<file path="src/rtl/seg_disp_arbiter.sv">
// -----------------------------------------------------------------------------
// seg_disp_arbiter
//
// Shares one seven-segment display driver between three value sources.
// Requesting sources are served round-robin. Each one holds the display for a
// dwell slot of DWELL_MAX+1 cycles. Between two sources the display is blanked
// for BLANK_MAX+1 cycles so that digits from different sources never mix.
//
// Ports
//   sys_clk      in   1   sole clock, rising edge
//   sys_rst_n    in   1   asynchronous active-low reset
//   req          in   3   per-source display request, bit i = source i
//   data_0..2    in  20   source binary value
//   point_0..2   in   6   source decimal-point mask
//   sign_in      in   3   per-source negative flag, bit i = source i
//   data         out 20   value to the display driver (registered)
//   point        out  6   dot mask to the display driver (registered)
//   sign         out  1   negative flag to the display driver (registered)
//   seg_en       out  1   display enable, high only while a source is shown
//   grant        out  3   one-hot granted source, 0 when idle
// -----------------------------------------------------------------------------
module seg_disp_arbiter #(
    parameter logic [25:0] DWELL_MAX = 26'd49_999_999,
    parameter logic [15:0] BLANK_MAX = 16'd9_999
) (
    input  logic        sys_clk,
    input  logic        sys_rst_n,
    input  logic [2:0]  req,
    input  logic [19:0] data_0,
    input  logic [19:0] data_1,
    input  logic [19:0] data_2,
    input  logic [5:0]  point_0,
    input  logic [5:0]  point_1,
    input  logic [5:0]  point_2,
    input  logic [2:0]  sign_in,
    output logic [19:0] data,
    output logic [5:0]  point,
    output logic        sign,
    output logic        seg_en,
    output logic [2:0]  grant
);

    typedef enum logic [1:0] {
        IDLE  = 2'd0,
        BLANK = 2'd1,
        SHOW  = 2'd2
    } state_t;

    state_t      state;
    state_t      state_next;
    logic [2:0]  grant_next;
    logic [1:0]  last_idx;
    logic [1:0]  last_next;
    logic [15:0] blank_cnt;
    logic [15:0] blank_next;
    logic [25:0] dwell_cnt;
    logic [25:0] dwell_next;
    logic        load_data;

    logic [2:0]  rr_pick;
    logic [1:0]  rr_pick_idx;
    logic        granted_req;
    logic        other_req;

    logic [19:0] sel_data;
    logic [5:0]  sel_point;
    logic        sel_sign;

    // Round-robin search: the first requesting source after the last granted
    // one, wrapping 0->1->2->0. The last granted source itself is checked last,
    // so it only wins again when nobody else is asking.
    function automatic logic [2:0] rr_select(input logic [2:0] r, input logic [1:0] last);
        logic [2:0] pick;
        pick = 3'b000;
        case (last)
            2'd0: begin
                if      (r[1]) pick = 3'b010;
                else if (r[2]) pick = 3'b100;
                else if (r[0]) pick = 3'b001;
            end
            2'd1: begin
                if      (r[2]) pick = 3'b100;
                else if (r[0]) pick = 3'b001;
                else if (r[1]) pick = 3'b010;
            end
            default: begin
                if      (r[0]) pick = 3'b001;
                else if (r[1]) pick = 3'b010;
                else if (r[2]) pick = 3'b100;
            end
        endcase
        return pick;
    endfunction

    function automatic logic [1:0] onehot_idx(input logic [2:0] oh);
        logic [1:0] idx;
        idx = 2'd0;
        if (oh[1]) idx = 2'd1;
        if (oh[2]) idx = 2'd2;
        return idx;
    endfunction

    assign rr_pick     = rr_select(req, last_idx);
    assign rr_pick_idx = onehot_idx(rr_pick);
    assign granted_req = |(req & grant);
    assign other_req   = |(req & ~grant);
    assign seg_en      = (state == SHOW);

    // Source mux feeding the output registers; follows the current grant.
    always_comb begin
        sel_data  = 20'd0;
        sel_point = 6'd0;
        sel_sign  = 1'b0;
        case (grant)
            3'b001: begin
                sel_data  = data_0;
                sel_point = point_0;
                sel_sign  = sign_in[0];
            end
            3'b010: begin
                sel_data  = data_1;
                sel_point = point_1;
                sel_sign  = sign_in[1];
            end
            3'b100: begin
                sel_data  = data_2;
                sel_point = point_2;
                sel_sign  = sign_in[2];
            end
            default: begin
            end
        endcase
    end

    // Next-state logic. Counters default to zero so that every state entry
    // starts them fresh; they only advance while staying in the same state and
    // stop at their MAX, where the state always makes a decision.
    // The output registers are loaded whenever the next state is SHOW, which
    // gives a valid value already in the first SHOW cycle and a one-cycle
    // tracking latency afterwards. A dropped request on the granted source
    // takes priority over the dwell count.
    always_comb begin
        state_next = state;
        grant_next = grant;
        last_next  = last_idx;
        blank_next = 16'd0;
        dwell_next = 26'd0;
        load_data  = 1'b0;
        case (state)
            IDLE: begin
                if (|req) begin
                    state_next = BLANK;
                    grant_next = rr_pick;
                    last_next  = rr_pick_idx;
                end
            end
            BLANK: begin
                if (blank_cnt != BLANK_MAX) begin
                    blank_next = blank_cnt + 16'd1;
                end else if (granted_req) begin
                    state_next = SHOW;
                    load_data  = 1'b1;
                end else if (|req) begin
                    state_next = BLANK;
                    grant_next = rr_pick;
                    last_next  = rr_pick_idx;
                end else begin
                    state_next = IDLE;
                    grant_next = 3'b000;
                end
            end
            SHOW: begin
                if (!granted_req) begin
                    if (|req) begin
                        state_next = BLANK;
                        grant_next = rr_pick;
                        last_next  = rr_pick_idx;
                    end else begin
                        state_next = IDLE;
                        grant_next = 3'b000;
                    end
                end else if (dwell_cnt != DWELL_MAX) begin
                    dwell_next = dwell_cnt + 26'd1;
                    load_data  = 1'b1;
                end else if (other_req) begin
                    state_next = BLANK;
                    grant_next = rr_pick;
                    last_next  = rr_pick_idx;
                end else begin
                    load_data  = 1'b1;
                end
            end
            default: begin
                state_next = IDLE;
                grant_next = 3'b000;
            end
        endcase
    end

    // State, arbitration and output registers. The last-granted pointer resets
    // to source 2 so that source 0 is the first one served.
    always_ff @(posedge sys_clk or negedge sys_rst_n) begin
        if (!sys_rst_n) begin
            state     <= IDLE;
            grant     <= 3'b000;
            last_idx  <= 2'd2;
            blank_cnt <= 16'd0;
            dwell_cnt <= 26'd0;
            data      <= 20'd0;
            point     <= 6'd0;
            sign      <= 1'b0;
        end else begin
            state     <= state_next;
            grant     <= grant_next;
            last_idx  <= last_next;
            blank_cnt <= blank_next;
            dwell_cnt <= dwell_next;
            if (load_data) begin
                data  <= sel_data;
                point <= sel_point;
                sign  <= sel_sign;
            end
        end
    end

endmodule
</file>
<file path="config.mk">
export PLATFORM = sky130hd
export DESIGN_NAME = seg_disp_arbiter
export DESIGN_NICKNAME = d
export VERILOG_FILES = /design/src/rtl/seg_disp_arbiter.sv
export SDC_FILE = /design/constraint.sdc
export NUM_CORES = 1
export LEC_CHECK = 0
export CAP_MARGIN = 20
export CORE_MARGIN = 1
export CORE_UTILIZATION = 45
export CTS_BUF_LIST = sky130_fd_sc_hd__clkbuf_4
export CTS_CLUSTER_SIZE = 20
export DETAILED_ROUTE_END_ITERATION = 8
export PLACE_DENSITY = 0.88
export SLEW_MARGIN = 40
export SYNTH_ARGS = -nofsm -noshare
export SYNTH_HDL_FRONTEND = slang
export SYNTH_SLANG_ARGS = --single-unit
</file>
<file path="constraint.sdc">
create_clock -name sys_clk -period 5.3 [get_ports sys_clk]
set_clock_uncertainty 0.2 [all_clocks]
set_input_delay 1.06 -clock sys_clk [delete_from_list [all_inputs] [get_ports sys_clk]]
set_output_delay 1.06 -clock sys_clk [all_outputs]
set_load 0.005 [all_outputs]
</file>
==> flow_summary.ini <==
[worst_setup_path]
end_kind = output port
critPathArrivalTime_ns = 1.84
cp_top_family = buffers and inverters
cp-start-kind = flop
critPathSlowestCell = clkdlybuf4s50_1
path_cells = inv_1 > ha_1 > clkdlybuf4s50_1
cp_max_fo = 5
worstSetupPathType = reg2out
max_stage_delay_ns = 0.56
critPathRequiredTime_ns = 4.04
crit_buf_inv = 2

[route]
drc = 0
routed_wl_um = 10000
drtIter0Drc = 123
vias = 3608
drt-wirelength-per-cell_um = 15.4
drt_first_pass_iters = 4
ant_nets = 0
vias_per_cell = 5.57

[timing]
relSlewSlack_pct = 50.1
setup-violations-final = 0
rsz0062_at_grt = false
fin_tns_setup_ns = 0
drv_slew = 0
fmax_mhz = 323
layout_min_cycle_time_ns = 3.10
fin_crit_sh_pct = 58.4
worstMarginPinSlew_ns = 0.742
fin_hold_ws_ns = 0.301
finalHoldViolCount = 0

[pwr]
switching_power_mw = 0.218
p_clk_share_pct = 36.9
seqPwrFrac_pct = 55.4
total_power_mw = 1.05
p_leak_nw = 2.22
comb_power_share_pct = 7.7
power_density_nw_per_um2 = 190
peakVddDrop_uv = 130
switching_share_pct = 20.8
internal_power_mw = 0.829

[grt]
antenna_found_initial = 0
grt_pass1_wl_um = 16700
grt_pass1_vias = 3626
grt_use_total_pct = 21.7
grt_max_degree = 44
grt_remaining_overflow = 0

[die]
die_area_um2 = 9450
die_w_um = 97.2
core_um2 = 8760
initial_core_util_pct = 46.6
rows = 34
ios = 117
die_h_um = 97.2

[yosys]
avgSynthCellArea_um2 = 9.67
syn-cell-area_um2 = 4080
ys_warn_count = 0
synth_fp_nets = 515
ys_types = 41
yosysSeqAreaShare_pct = 46.6
ys_ff_latch = 76
synth_top_area_share_pct = 46.0
synthCells = 422
yosysTopAreaCell = dfrtp_1
ys_top_cells_by_area = dfrtp_1 46%, mux2_2 8.0%, nor2_1 5.2%, a22oi_1 5.2%, xor2_1 5.2%

[layout]
n_fill_cell = 672
n_antenna_cell = 0
final_cell_mix = 115 x clkdlybuf4s50_1, 74 x dfrtp_1, 55 x nor2_1
nets = 628
areaGrowthSynthToFinish_pct = 34.9
final_core_util_pct = 62.8
final_area_um2 = 5500
layout_commonest_cell = clkdlybuf4s50_1
final_layout_size_suffix_gt1_share_pct = 10.9

[placement]
io_buffers = 116
place_area_um2 = 5350
place.gp.congestion = 0.913
dp_hpwl_um = 7380

[cts]
clk_latency_ns = 0.43
clock-sinks = 76
cts_hold_buf = 0
post_cts_buffers = 0
cts-htree-levels = 3
tritoncts = built
cts_buffer_depth = 2
cts_root_buf = clkbuf_4
cts.clk_slew.worst_paths_ns = 0.11
cts-resized-gates = 0
numCtsBuffers = 9

[job]
cap_violations = 0

[run_status]
status = complete, no violations

[min_path]
holdCritPathClass = reg2reg
## sequential cells by signal (all words and copies together), names as in the netlist
name / count
blank_cnt: 16
data: 20
dwell_cnt: 26
grant: 3
last_idx: 2
point: 6
sign: 1
state: 2
## synthesized netlist by cell type
| master | count |
|---|---|
| o41ai_2 | 1 |
| xor2_1 | 24 |
| and2_1 | 4 |
| or2_2 | 1 |
| a31o_2 | 1 |
| nor2_1 | 57 |
| dfrtp_1 | 75 |
| nor4_1 | 3 |
| o21a_1 | 2 |
| nand2_1 | 44 |
| xnor2_1 | 14 |
| o21ai_0 | 27 |
| o211a_1 | 1 |
| buf_6 | 2 |
| a21oi_1 | 1 |
| nand4_1 | 13 |
| a21o_1 | 1 |
| dfstp_2 | 1 |
| o211ai_1 | 2 |
| or4_4 | 1 |
| and4_1 | 2 |
| o22ai_1 | 2 |
| nand3_1 | 18 |
| mux2_2 | 29 |
| nor3_1 | 12 |
| a21oi_2 | 1 |
| nor2b_1 | 2 |
| or3_1 | 1 |
| a22oi_1 | 28 |
| or4_1 | 1 |
| and3_1 | 5 |
| mux2i_1 | 1 |
| o21bai_1 | 1 |
| nand4b_1 | 2 |
| or4b_2 | 1 |
| clkbuf_1 | 15 |
| inv_1 | 12 |
| or4b_1 | 1 |
| ha_1 | 7 |
| a222oi_1 | 2 |
| a32o_1 | 4 |
## routing by layer
layer  part of all wire, %  vias to the layer above  global-route usage (%)
met1                    42                     1751                    26.1
met5                     0                        -                       0
li1                      -                     1723                       -
met3                   6.2                       15                    4.82
met4                   1.8                        0                    9.05
met2                    50                      119                    37.5
## stage by stage
stage | instances | setup slack (ns)
after floorplan | 422 | 2.54
after CTS | 648 | 2.00
after global routing | 648 | 2.14
after global placement | 632 | 1.95
after detailed placement | 632 | 1.89
final | 648 | 2.20
## worst reg2reg max path, stage by stage (launching register included)
cell and delay, ns:
dfrtp_1 0.47, or4b_1 0.54, or4_4 0.52, nor4_1 0.56, o211a_1 0.26, mux2_2 0.33
## power groups by stage
| stage | Combinational (mW) | Clock, mW | Sequential (mW) |
|---|---|---|---|
| detailed placement | 0.0810 | 0 | 0.591 |
| finish | 0.0806 | 0.387 | 0.580 |
| global route | 0.0867 | 0.419 | 0.580 |
| global placement | 0.0790 | 0 | 0.591 |
| CTS | 0.0816 | 0.394 | 0.580 |
| floorplan | 0.00369 | 0 | 0.591 |
## logic make-up (layout without fill, tap and decap cells)
kind of cell	Yosys count	after routing	share of synthesized area [%]
flip-flops	76	76	46.6
buffers and inverters	29	147	3.04
adder cells (fa/ha/maj)	7	7	2.15
XOR/XNOR	38	38	8.16
AO/OA/AOI/OAI	74	74	12.5
AND/OR/NAND/NOR	168	168	19.2
multiplexers	30	30	8.25
## layout make-up
| class | instances | area [um2] | share of cell area [%] |
|---|---|---|---|
| repair buffers | 119 | 1180 | 21.5 |
| well taps | 108 | 135 | 2.46 |
| inverters | 12 | 45.0 | 0.818 |
| flip-flops and latches | 76 | 1900 | 34.6 |
| clock buffers | 10 | 75.1 | 1.36 |
| multi-input cells | 317 | 2080 | 37.9 |
| clock inverters | 6 | 78.8 | 1.43 |
## final timing paths
| kind | startpoint | cells after the start | slack (ns) | endpoint |
|---|---|---|---|---|
| max | state[0]$_DFFE_PN0P_ | 3 | 2.20 | seg_en |
| min | blank_cnt[0]$_DFF_PN0_ | 1 | 0.30 | blank_cnt[0]$_DFF_PN0_ |
| max reg2reg | dwell_cnt[16]$_DFF_PN0_ | 5 | 2.30 | state[1]$_DFFE_PN0P_ |
| min reg2reg | blank_cnt[0]$_DFF_PN0_ | 1 | 0.30 | blank_cnt[0]$_DFF_PN0_ |
| max in group asynchronous | sys_rst_n | 2 | 3.67 | dwell_cnt[11]$_DFF_PN0_ |
| min in group asynchronous | sys_rst_n | 1 | 0.40 | blank_cnt[9]$_DFF_PN0_ |
(Power assumes the default switching activity.)
